## src/rtl/pipe_pkg.sv

```systemverilog
// pipe_pkg: shared definitions for the pipe_fwd_chain pipeline register chain.
// Holds the default register-address width, the forward-select width helper
// and the per-stage control tuple type.
package pipe_pkg;

  // Default register address width (32 architectural registers).
  localparam int PIPE_AW = 5;

  // Forward select encodes 0 = register file, j+1 = stage j.
  function automatic int sel_width(input int stages);
    return $clog2(stages + 1);
  endfunction

  // Control part of one pipeline stage.
  typedef struct packed {
    logic               valid;
    logic               wr_en;
    logic [PIPE_AW-1:0] rd;
  } stage_t;

endpackage

```

## src/rtl/pipe_stage_reg.sv

```systemverilog
// pipe_stage_reg: one pipeline stage register {valid, wr_en, rd, payload}.
// Per-edge priority: flush squashes, hold keeps, an upstream hold inserts a
// bubble, otherwise the stage loads. Flush and bubble keep rd/payload.
module pipe_stage_reg
  import pipe_pkg::*;
#(
  parameter int WIDTH = 32,
  parameter int AW    = PIPE_AW
) (
  input  logic             clk,
  input  logic             rst,
  input  logic             flush_i,
  input  logic             hold_i,
  input  logic             up_hold_i,
  input  logic             ld_valid_i,
  input  logic             ld_wr_en_i,
  input  logic [AW-1:0]    ld_rd_i,
  input  logic [WIDTH-1:0] ld_payload_i,
  output logic             valid_o,
  output logic             wr_en_o,
  output logic [AW-1:0]    rd_o,
  output logic [WIDTH-1:0] payload_o
);

  logic             valid_q, valid_d;
  logic             wr_en_q, wr_en_d;
  logic [AW-1:0]    rd_q, rd_d;
  logic [WIDTH-1:0] payload_q, payload_d;

  // Next-state selection: flush > hold > bubble > load.
  always_comb begin
    valid_d   = valid_q;
    wr_en_d   = wr_en_q;
    rd_d      = rd_q;
    payload_d = payload_q;
    if (flush_i) begin
      valid_d = 1'b0;
      wr_en_d = 1'b0;
    end else if (!hold_i) begin
      if (up_hold_i) begin
        valid_d = 1'b0;
        wr_en_d = 1'b0;
      end else begin
        valid_d   = ld_valid_i;
        wr_en_d   = ld_wr_en_i;
        rd_d      = ld_rd_i;
        payload_d = ld_payload_i;
      end
    end
  end

  // Stage register with synchronous active-low clear.
  always_ff @(posedge clk) begin
    if (!rst) begin
      valid_q   <= 1'b0;
      wr_en_q   <= 1'b0;
      rd_q      <= '0;
      payload_q <= '0;
    end else begin
      valid_q   <= valid_d;
      wr_en_q   <= wr_en_d;
      rd_q      <= rd_d;
      payload_q <= payload_d;
    end
  end

  assign valid_o   = valid_q;
  assign wr_en_o   = wr_en_q;
  assign rd_o      = rd_q;
  assign payload_o = payload_q;

endmodule

```

## src/rtl/pipe_fwd_chain.sv

```systemverilog
// pipe_fwd_chain: STAGES-deep in-order register chain with stall/flush
// sequencing, destination tracking and operand forward/hazard detection.
// Optional feature macro PIPE_FWD_EN: when defined, ready stages forward their
// result; when undefined, any in-flight match raises hazard and nothing is
// forwarded.
module pipe_fwd_chain
  import pipe_pkg::*;
#(
  parameter int WIDTH       = 32,
  parameter int DW          = 32,
  parameter int STAGES      = 3,
  parameter int NSRC        = 2,
  parameter int AW          = PIPE_AW,
  parameter int READY_STAGE = 1,
  parameter int SELW        = sel_width(STAGES)
) (
  input  logic                    clk,
  input  logic                    rst,
  input  logic                    in_valid,
  input  logic                    in_wr_en,
  input  logic [AW-1:0]           in_rd,
  input  logic [WIDTH-1:0]        in_payload,
  input  logic [STAGES*WIDTH-1:0] upd_payload,
  input  logic [STAGES-1:0]       stall,
  input  logic [STAGES-1:0]       flush,
  input  logic [NSRC*AW-1:0]      src_addr,
  output logic [NSRC*SELW-1:0]    fwd_sel,
  output logic [NSRC*DW-1:0]      fwd_data,
  output logic                    hazard,
  output logic [STAGES-1:0]       stage_valid,
  output logic                    out_valid,
  output logic                    out_wr_en,
  output logic [AW-1:0]           out_rd,
  output logic [WIDTH-1:0]        out_payload
);

  // Effective hold propagates from older stages back toward stage 0.
  logic [STAGES:0]                 hold;
  logic [STAGES-1:0]               st_valid;
  logic [STAGES-1:0]               st_wr_en;
  logic [STAGES-1:0][AW-1:0]       st_rd;
  logic [STAGES-1:0][WIDTH-1:0]    st_pay;

  assign hold[STAGES] = 1'b0;

  generate
    for (genvar gi = 0; gi < STAGES; gi++) begin : g_stage
      assign hold[gi] = stall[gi] | hold[gi+1];
      if (gi == 0) begin : g_first
        pipe_stage_reg #(.WIDTH(WIDTH), .AW(AW)) u_reg (
          .clk          (clk),
          .rst          (rst),
          .flush_i      (flush[gi]),
          .hold_i       (hold[gi]),
          .up_hold_i    (1'b0),
          .ld_valid_i   (in_valid),
          .ld_wr_en_i   (in_wr_en),
          .ld_rd_i      (in_rd),
          .ld_payload_i (in_payload),
          .valid_o      (st_valid[gi]),
          .wr_en_o      (st_wr_en[gi]),
          .rd_o         (st_rd[gi]),
          .payload_o    (st_pay[gi])
        );
      end else begin : g_next
        pipe_stage_reg #(.WIDTH(WIDTH), .AW(AW)) u_reg (
          .clk          (clk),
          .rst          (rst),
          .flush_i      (flush[gi]),
          .hold_i       (hold[gi]),
          .up_hold_i    (hold[gi-1]),
          .ld_valid_i   (st_valid[gi-1]),
          .ld_wr_en_i   (st_wr_en[gi-1]),
          .ld_rd_i      (st_rd[gi-1]),
          .ld_payload_i (upd_payload[gi*WIDTH +: WIDTH]),
          .valid_o      (st_valid[gi]),
          .wr_en_o      (st_wr_en[gi]),
          .rd_o         (st_rd[gi]),
          .payload_o    (st_pay[gi])
        );
      end
    end
  endgenerate

  // Writeback port and valid vector come straight from the stage registers.
  assign stage_valid = st_valid;
  assign out_valid   = st_valid[STAGES-1];
  assign out_wr_en   = st_wr_en[STAGES-1];
  assign out_rd      = st_rd[STAGES-1];
  assign out_payload = st_pay[STAGES-1];

  // Slice 0 of upd_payload and the non-forwarded payload bits have no reader.
  logic unused_ok;
  assign unused_ok = ^{upd_payload[WIDTH-1:0], st_pay, 32'(READY_STAGE)};

  logic [AW-1:0]   src;
  logic            hit;
`ifdef PIPE_FWD_EN
  logic            hit_ready;
  logic [SELW-1:0] hit_sel;
  logic [DW-1:0]   hit_data;
`endif

  // Per source: find the youngest matching stage, then forward or flag hazard.
  always_comb begin
    fwd_sel   = '0;
    fwd_data  = '0;
    hazard    = 1'b0;
    src       = '0;
    hit       = 1'b0;
`ifdef PIPE_FWD_EN
    hit_ready = 1'b0;
    hit_sel   = '0;
    hit_data  = '0;
`endif
    for (int s = 0; s < NSRC; s++) begin
      src = src_addr[s*AW +: AW];
      hit = 1'b0;
`ifdef PIPE_FWD_EN
      hit_ready = 1'b0;
      hit_sel   = '0;
      hit_data  = '0;
`endif
      // Scan oldest to youngest so the youngest match is the last one kept.
      for (int j = STAGES - 1; j >= 0; j--) begin
        if (st_valid[j] && st_wr_en[j] && (st_rd[j] == src) && (src != '0)) begin
          hit = 1'b1;
`ifdef PIPE_FWD_EN
          hit_ready = (j >= READY_STAGE);
          hit_sel   = SELW'(j + 1);
          hit_data  = st_pay[j][DW-1:0];
`endif
        end
      end
`ifdef PIPE_FWD_EN
      if (hit) begin
        if (hit_ready) begin
          fwd_sel[s*SELW +: SELW] = hit_sel;
          fwd_data[s*DW +: DW]    = hit_data;
        end else begin
          hazard = 1'b1;
        end
      end
`else
      if (hit) begin
        hazard = 1'b1;
      end
`endif
    end
  end

endmodule

```

## config.mk

```make
export PLATFORM = sky130hd
export DESIGN_NAME = pipe_fwd_chain
export DESIGN_NICKNAME = d
export VERILOG_FILES = /design/src/rtl/pipe_pkg.sv /design/src/rtl/pipe_stage_reg.sv /design/src/rtl/pipe_fwd_chain.sv
export SDC_FILE = /design/constraint.sdc
export NUM_CORES = 1
export LEC_CHECK = 0
export CAP_MARGIN = 0
export CORE_MARGIN = 4
export CORE_UTILIZATION = 45
export DETAILED_ROUTE_END_ITERATION = 7
export PLACE_DENSITY = 0.86
export SYNTH_ARGS = -nofsm -noshare
export SYNTH_HDL_FRONTEND = slang
export SYNTH_HIERARCHICAL = 1
export SYNTH_SLANG_ARGS = --single-unit
```

## constraint.sdc

```tcl
create_clock -name clk -period 3.5 [get_ports clk]
set_clock_uncertainty 0.1 [all_clocks]
set_input_delay 0.35 -clock clk [delete_from_list [all_inputs] [get_ports clk]]
set_output_delay 0.35 -clock clk [all_outputs]
set_load 0.02 [all_outputs]
```

# [Word level (Yosys, flattened, before mapping)]
# Cells that the tools add are included.
[word_totals] ff_bits=53 latch_bits=0 ram_bits=0 mem_bits_ro=0 input_bits=153 n_memories=0
[op_classes] n_addsub=0 n_mul=0 n_div=0 order_cmp=0 eq_ne=6 shifts=0 muxes=12 bitwise=9 reduce_logical=23
[op_table] cell="$eq 5x5->1" n=6
[op_table] cell="$logic_and 1x1->1" n=15
[op_table] cell="$mux 1" n=12
[op_table] cell="$reduce_bool 5->1" n=2
[op_table] cell="$not 1->1" n=7
[op_table] cell="$reduce_and 3->1" n=2
[op_table] cell="$reduce_or 2->1" n=3
[op_table] cell="$or 1x1->1" n=2
[op_table] cell="$reduce_and 2->1" n=1

# [Depth between registers and ports, before layout]
# Gate-level depths: netlist of the first run.
[depth] depth_word=8 ltp_mapped=5 ltp_nobuf=5

# [Modules after synthesis]
# The synthesis of the first run kept the hierarchy.
[by_module_without_submodules] mod="pipe_stage_reg" n_inst=3 cells_each=170 area_per_inst_um2=1590.3 seq_area_each_um2=780.7
[by_module_without_submodules] mod="pipe_fwd_chain" n_inst=1 cells_each=123 area_per_inst_um2=922.1 seq_area_each_um2=0.0

# [Least setup slack after synthesis of the first run]
# Ideal clock, no wire load.
[synth_path] path_type="in2out" start="in src_addr[6]" end="out hazard" arrival_time_ns=1.652 path_slack_ns=1.398 path_stages=4 n_path_buf=0 path_cell_list="or4_1 > nor2_2 > a21oi_1 > or4_1"
[synth_between] elab_chain_len=7
[synth_lines] item="start, declared" line_no="pipe_fwd_chain.sv:26" source="input logic [NSRC*AW-1:0] src_addr,"
[synth_lines] item="$eq 5x5->1" line_no="pipe_fwd_chain.sv:126" source="if (st_valid[j] && st_wr_en[j] && (st_rd[j] == src) && (src != '0)) begin"
[synth_lines] item="$logic_and 1x1->1 (2 in series)" line_no="pipe_fwd_chain.sv:126"
[synth_lines] item="$mux 1 (2 in series)" line_no="pipe_fwd_chain.sv:126"
[synth_lines] item="$mux 1 *" line_no="pipe_fwd_chain.sv:126"
[synth_lines] item="$mux 1 *" line_no="pipe_fwd_chain.sv:145" source="if (hit) begin"
[synth_lines] item="end, declared" line_no="pipe_fwd_chain.sv:29" source="output logic hazard,"
# Mark *: on every way between the ends. The rest lies on a longest branch, timed or not.

# [Final worst setup path of the first run]
# Ends and elaborated chain as after synthesis.

==> results of run 1 <==
==> worst reg2reg max path, delay by kind of cell, from the launching register on <==
family | cells | cell delay (ns)
compound gates | 1 | 0.15
simple gates | 1 | 0.46
flops | 1 | 0.42
==> state kept, by name, indices dropped and copies added (netlist names) <==
| signal | cells |
|---|---|
| g_stage.g_next.u_reg/payload_o | 32 |
| g_stage.g_next.u_reg/wr_en_o | 2 |
| g_stage.g_first.u_reg/valid_o | 1 |
| g_stage.g_next.u_reg/valid_o | 2 |
| g_stage.g_next.u_reg/rd_o | 10 |
| g_stage.g_first.u_reg/rd_o | 5 |
| g_stage.g_first.u_reg/wr_en_o | 1 |
==> worst min path at each step <==
stage / startpoint / slack [ns] / cells past startpoint / end
after CTS: g_stage[2].g_next.u_reg/payload_o[10] / 0.37 / 2 / g_stage[2].g_next.u_reg/payload_o[10]
after floorplan: g_stage[1].g_next.u_reg/wr_en_o / 0.35 / 2 / g_stage[1].g_next.u_reg/wr_en_o
after global routing: g_stage[2].g_next.u_reg/payload_o[6] / 0.39 / 2 / g_stage[2].g_next.u_reg/payload_o[6]
after detailed placement: g_stage[2].g_next.u_reg/payload_o[9] / 0.35 / 2 / g_stage[2].g_next.u_reg/payload_o[9]
final: g_stage[2].g_next.u_reg/payload_o[9] / 0.36 / 2 / g_stage[2].g_next.u_reg/payload_o[9]
after global placement: g_stage[2].g_next.u_reg/payload_o[13] / 0.34 / 2 / g_stage[2].g_next.u_reg/payload_o[13]
==> layout make-up <==
cell class / count / area [sq um] / area share (%)
multi-input cells: 289 / 1650 / 41.7
flip-flops and latches: 53 / 1060 / 26.8
repair buffers: 102 / 1010 / 25.5
well taps: 96 / 120 / 3.04
clock buffers: 5 / 68.8 / 1.74
clock inverters: 3 / 43.8 / 1.11
diodes: 1 / 2.50 / 0.0633
==> stage by stage <==
stage | instance area, sq um | cells | total power (W) | setup WS (ns)
after global routing | 3960 | 549 | 0.00133 | 0.302
after CTS | 3950 | 548 | 0.00129 | 0.363
after floorplan | 3430 | 435 | 0.000831 | 1.40
after detailed placement | 3840 | 540 | 0.000865 | 0.364
after global placement | 3840 | 540 | 0.000863 | 0.371
final | 3960 | 549 | 0.00127 | 0.363
==> report_power, final <==
| part | switching, W | internal, W |
|---|---|---|
| clock | 0.000204 | 0.000215 |
| sequential | 0.00000552 | 0.000612 |
| combinational | 0.000140 | 0.0000951 |
==> layout by cell type (no fill, tap or decap), types with 2 or more instances in the layout <==
cell type        instances
xnor2_1                 14
conb_1                  71
clkbuf_8                 5
nor3_2                   2
or4_1                    3
dfxtp_1                 53
xor2_1                  16
or3b_2                   6
buf_4                    3
nor4_1                   4
mux2i_1                 47
nand2_1                100
clkdlybuf4s50_1         98
nand3_1                  2
nor3_1                   2
nand2b_1                 3
nand4_1                  6
a21oi_1                  8
==> layer usage <==
layer / track usage (%) / up-vias / wire length, um
li1: - / 1207 / -
met1: 18.1 / 1064 / 2770
met2: 28.3 / 112 / 3520
met3: 4.92 / 12 / 644
met4: 7.67 / 0 / 267
met5: 0 / - / 0
==> flow_summary_export.csv, run 1 <==
group,metric,value,unit
run_status,status,"finished, final reports clean",
sta,finalCriticalPeriod,3.14,ns
worst_setup_path,cp.required,3.05,ns
worst_setup_path,r2r_slack,2.31,ns
grt,grt_pass1_wl,11.1,mm
worst_setup_path,cpMaxStageDelayCell,"or4_1",
yosys,synth_warnings,6,
grt,track_usage,16.3,%
floorplanning,start_util,46.4,%
sta,rsz0062_at_grt,"no",
worst_setup_path,worst_setup_path_start_kind,"primary input",
worst_setup_path,worstSetupPathType,"primary input to primary output",
detailed_routing,drtAntennaViolNets,0,
grt,grt_pass1_vias,2247,
detailed_routing,wl_per_cell,13.1,um
yosys,netlist_area,3170,sq um
grt,grt_max_degree,46,
cts,post-cts-setup-buffers,0,
detailed_routing,routed_wl,7.20,mm
floorplanning,core,6830,sq um
floorplanning,rows,30,
sta,holdWs,0.365,ns
detailed_routing,drt_iter0_drc,60,
sta,slew_headroom,51.5,%
cells_and_area,area_delta_synth_final,24.7,%
floorplanning,die_w,91.9,um
worst_hold_path,worstHoldPathType,"flip-flop to flip-flop",
yosys,avgSynthCellArea,8.69,sq um
sta,worstMarginPinSlew,0.727,ns
cts,cts_tree,"built",
worst_setup_path,path_depth,6,
cts,path_clk_slew,0.10,ns
worst_setup_path,critPathCapture,"hazard",
sta,finalHoldViolations,0,
flow_run,maxCapViolCount,0,
sta,timing.final.crit_share,89.6,%
detailed_routing,num_vias,2395,
floorplanning,die_area,8450,sq um
worst_setup_path,critPathMaxFanout,4,
yosys,synth_cells,365,
worst_setup_path,endpoint_kind,"primary output",
worst_setup_path,crit_family,"simple AND/OR/NAND/NOR gates",
placed_design,dp_hpwl,5.78,mm
cells_and_area,drive_above_1_share,5.09,%
cts,cts.sinks,53,
worst_setup_path,r2r_start,"g_stage[1].g_next.u_reg/valid_o",
worst_setup_path,reg2reg_depth,2,
grt,grt_overflow,0,
worst_setup_path,path_buf_inv,2,
power_and_ir_drop,ir_worst_vdd,0.219,mV
worst_setup_path,arrival,2.69,ns
placed_design,port_buffers,99,
cts,insertion_delay,0.30,ns
power_and_ir_drop,p_per_area,321,nW/um^2
worst_setup_path,cpPeakStageDelay,0.57,ns
sta,fin_setup_tns,0,ns
floorplanning,ios,264,
worst_setup_path,rr_endpoint,"g_stage[2].g_next.u_reg/valid_o",
worst_setup_path,critPathLaunch,"src_addr[6]",
grt,antenna_found_initial,1,
cts,cts_inserted_buffers,5,
cts,postCtsResizedCells,0,
sta,setup_violations,0,
cts,postCtsHoldBufs,0,
sta,drv_slew,0,
floorplanning,die-height,91.9,um
cells_and_area,final_nets,604,
detailed_routing,dr.pass1.iters,4,
sta,timing.fmax,0.319,GHz
power_and_ir_drop,p_leak,1.50,nW
cells_and_area,utilization,57.9,%
worst_setup_path,crit_chain,"clkdlybuf4s50_1 > or4_1 > nor2_2 > a21oi_1 > or4_1 > clkdlybuf4s50_1",
cells_and_area,n_fill_cell,639,
placed_design,gp_congestion,0.918,
cts,root_buffer,"clkbuf_8",
cts,cts_max_path_buffers,2,
cts,htree_levels,2,
detailed_routing,vias_per_cell,4.36,
detailed_routing,drc,0,
(Power assumes the default switching activity.)
==> inputs of run 2 (changes only) <==
--- a/config.mk
+++ b/config.mk
@@ -5,11 +5,12 @@
 export SDC_FILE = /design/constraint.sdc
 export NUM_CORES = 1
 export LEC_CHECK = 0
+export ABC_AREA = 1
 export CAP_MARGIN = 0
 export CORE_MARGIN = 4
 export CORE_UTILIZATION = 45
 export DETAILED_ROUTE_END_ITERATION = 7
-export PLACE_DENSITY = 0.86
+export PLACE_DENSITY = 0.84
 export SYNTH_ARGS = -nofsm -noshare
 export SYNTH_HDL_FRONTEND = slang
 export SYNTH_HIERARCHICAL = 1
==> run 2 against run 1 <==
Routed wire length up 14%. Register-to-register slack better by 0.25 ns. Design area up 8.2%. Flip-flop and latch count unchanged. Die area up 11%.
==> flow_summary_export.csv, run 2 <==
group,metric,value,unit
sta,rsz0062_at_grt,"no",
yosys,netlist_area,3570,sq um
cts,cts_inserted_buffers,5,
sta,finalHoldViolations,0,
sta,drv_slew,0,
detailed_routing,drt_iter0_drc,146,
worst_setup_path,critPathMaxFanout,5,
yosys,synth_warnings,6,
cts,postCtsHoldBufs,0,
grt,grt_pass1_vias,2748,
yosys,synth_cells,577,
worst_setup_path,worst_setup_path_start_kind,"primary input",
worst_setup_path,worstSetupPathType,"primary input to primary output",
power_and_ir_drop,swShare,29.5,%
sta,fin_setup_tns,0,ns
floorplanning,rows,32,
sta,worstMarginPinSlew,0.916,ns
yosys,avgSynthCellArea,6.18,sq um
run_status,status,"finished, final reports clean",
cts,root_buffer,"clkbuf_8",
detailed_routing,drc,0,
flow_run,maxCapViolCount,0,
worst_setup_path,arrival,2.13,ns
power_and_ir_drop,combPwrFrac,22.7,%
cts,insertion_delay,0.29,ns
grt,track_usage,15.5,%
grt,antenna_found_initial,0,
cts,postCtsResizedCells,0,
power_and_ir_drop,p_leak,1.99,nW
power_and_ir_drop,clockPowerShare,30.4,%
cts,cts_tree,"built",
power_and_ir_drop,p_int,0.000951,W
placed_design,port_buffers,99,
sta,slew_headroom,38.9,%
detailed_routing,wl_per_cell,11.0,um
sta,setup_violations,0,
detailed_routing,routed_wl,8.18,mm
power_and_ir_drop,ir_worst_vdd,0.179,mV
floorplanning,ios,264,
power_and_ir_drop,seqPwrFrac,46.9,%
floorplanning,die-height,97.0,um
cts,path_clk_slew,0.09,ns
detailed_routing,dr.pass1.iters,4,
cts,cts.sinks,53,
worst_setup_path,endpoint_kind,"primary output",
worst_setup_path,cp.required,3.05,ns
sta,timing.final.crit_share,73.8,%
cells_and_area,drive_above_1_share,3.89,%
cells_and_area,final_nets,794,
sta,finalCriticalPeriod,2.58,ns
grt,grt_pass1_wl,12.6,mm
grt,grt_overflow,0,
floorplanning,core,7730,sq um
cells_and_area,area_delta_synth_final,20.0,%
cells_and_area,mostFrequentLayoutCell,"nand2_1",
cts,post-cts-setup-buffers,0,
placed_design,gp_congestion,0.893,
power_and_ir_drop,p_per_area,315,nW/um^2
cells_and_area,largest_reg_flops,32,
power_and_ir_drop,switchingPower,0.000398,W
floorplanning,die_area,9410,sq um
sta,timing.fmax,0.387,GHz
floorplanning,die_w,97.0,um
grt,grt_max_degree,77,
sta,holdWs,0.375,ns
cts,cts_max_path_buffers,2,
detailed_routing,num_vias,3299,
floorplanning,start_util,46.1,%
placed_design,dp_hpwl,6.17,mm
worst_hold_path,worstHoldPathType,"flip-flop to flip-flop",
cts,htree_levels,2,
cells_and_area,n_fill_cell,750,
cells_and_area,final_cell_mix,"141 x nand2_1, 98 x clkdlybuf4s50_1, 71 x nor2_1",
detailed_routing,drtAntennaViolNets,0,
detailed_routing,vias_per_cell,4.43,
cells_and_area,diodes,0,
[run 2: metal layers]
metal	GRT usage (%)	share of wire, %
met1	19.1	43
met2	27.0	48
met3	4.40	8.9
met4	2.92	0.48
met5	0	0
[run 2: final timing paths]
| kind | from | endpoint | slack, ns | cells past startpoint |
|---|---|---|---|---|
| setup / recovery | src_addr[8] | hazard | 0.92 | 10 |
| hold / removal | g_stage[0].g_first.u_reg/wr_en_o | g_stage[0].g_first.u_reg/wr_en_o | 0.37 | 2 |
| setup reg to reg | g_stage[0].g_first.u_reg/rd_o[2] | g_stage[1].g_next.u_reg/rd_o[2] | 2.56 | 4 |
| hold reg to reg | g_stage[0].g_first.u_reg/wr_en_o | g_stage[0].g_first.u_reg/wr_en_o | 0.37 | 2 |
[run 2: area by class of cell]
cell class	count	area, sq um	area share, %
Multi-Input combinational cell	403	1680	39.3
Clock inverter	3	46.3	1.08
Timing Repair Buffer	102	1010	23.6
Tap cell	102	128	2.98
Clock buffer	5	68.8	1.61
Inverter	76	285	6.67
Sequential cell	53	1060	24.8
[run 2: critical path, stage by stage]
cell and delay, ns:
clkdlybuf4s50_1 0.61, inv_2 0.08, nand2_1 0.06, nand2_1 0.05, nor2_1 0.11, nand3_1 0.09
nand3_1 0.07, nand2_1 0.06, nand2_1 0.06, clkdlybuf4s50_1 0.60
[run 2: power by group through the flow]
stage	combinational [W]	sequential [W]	clock, W
floorplan	0.000242	0.000662	0
global placement	0.000300	0.000645	0
detailed placement	0.000304	0.000646	0
CTS	0.000305	0.000633	0.000422
global route	0.000333	0.000635	0.000450
finish	0.000306	0.000632	0.000410
[run 2: metrics by stage]
| stage | instance area (sq um) | setup slack, ns | std cells | power (W) | utilization (%) |
|---|---|---|---|---|---|
| 2_1_floorplan | 3820 | 1.85 | 645 | 0.000904 | - |
| 3_3_place_gp | 4160 | 0.905 | 736 | 0.000945 | 53.9 |
| 3_5_place_dp | 4160 | 0.930 | 736 | 0.000950 | 53.9 |
| 4_1_cts | 4280 | 0.921 | 744 | 0.00136 | 55.4 |
| 5_1_grt | 4280 | 0.751 | 744 | 0.00142 | 55.4 |
| 6_report | 4280 | 0.917 | 744 | 0.00135 | 55.4 |
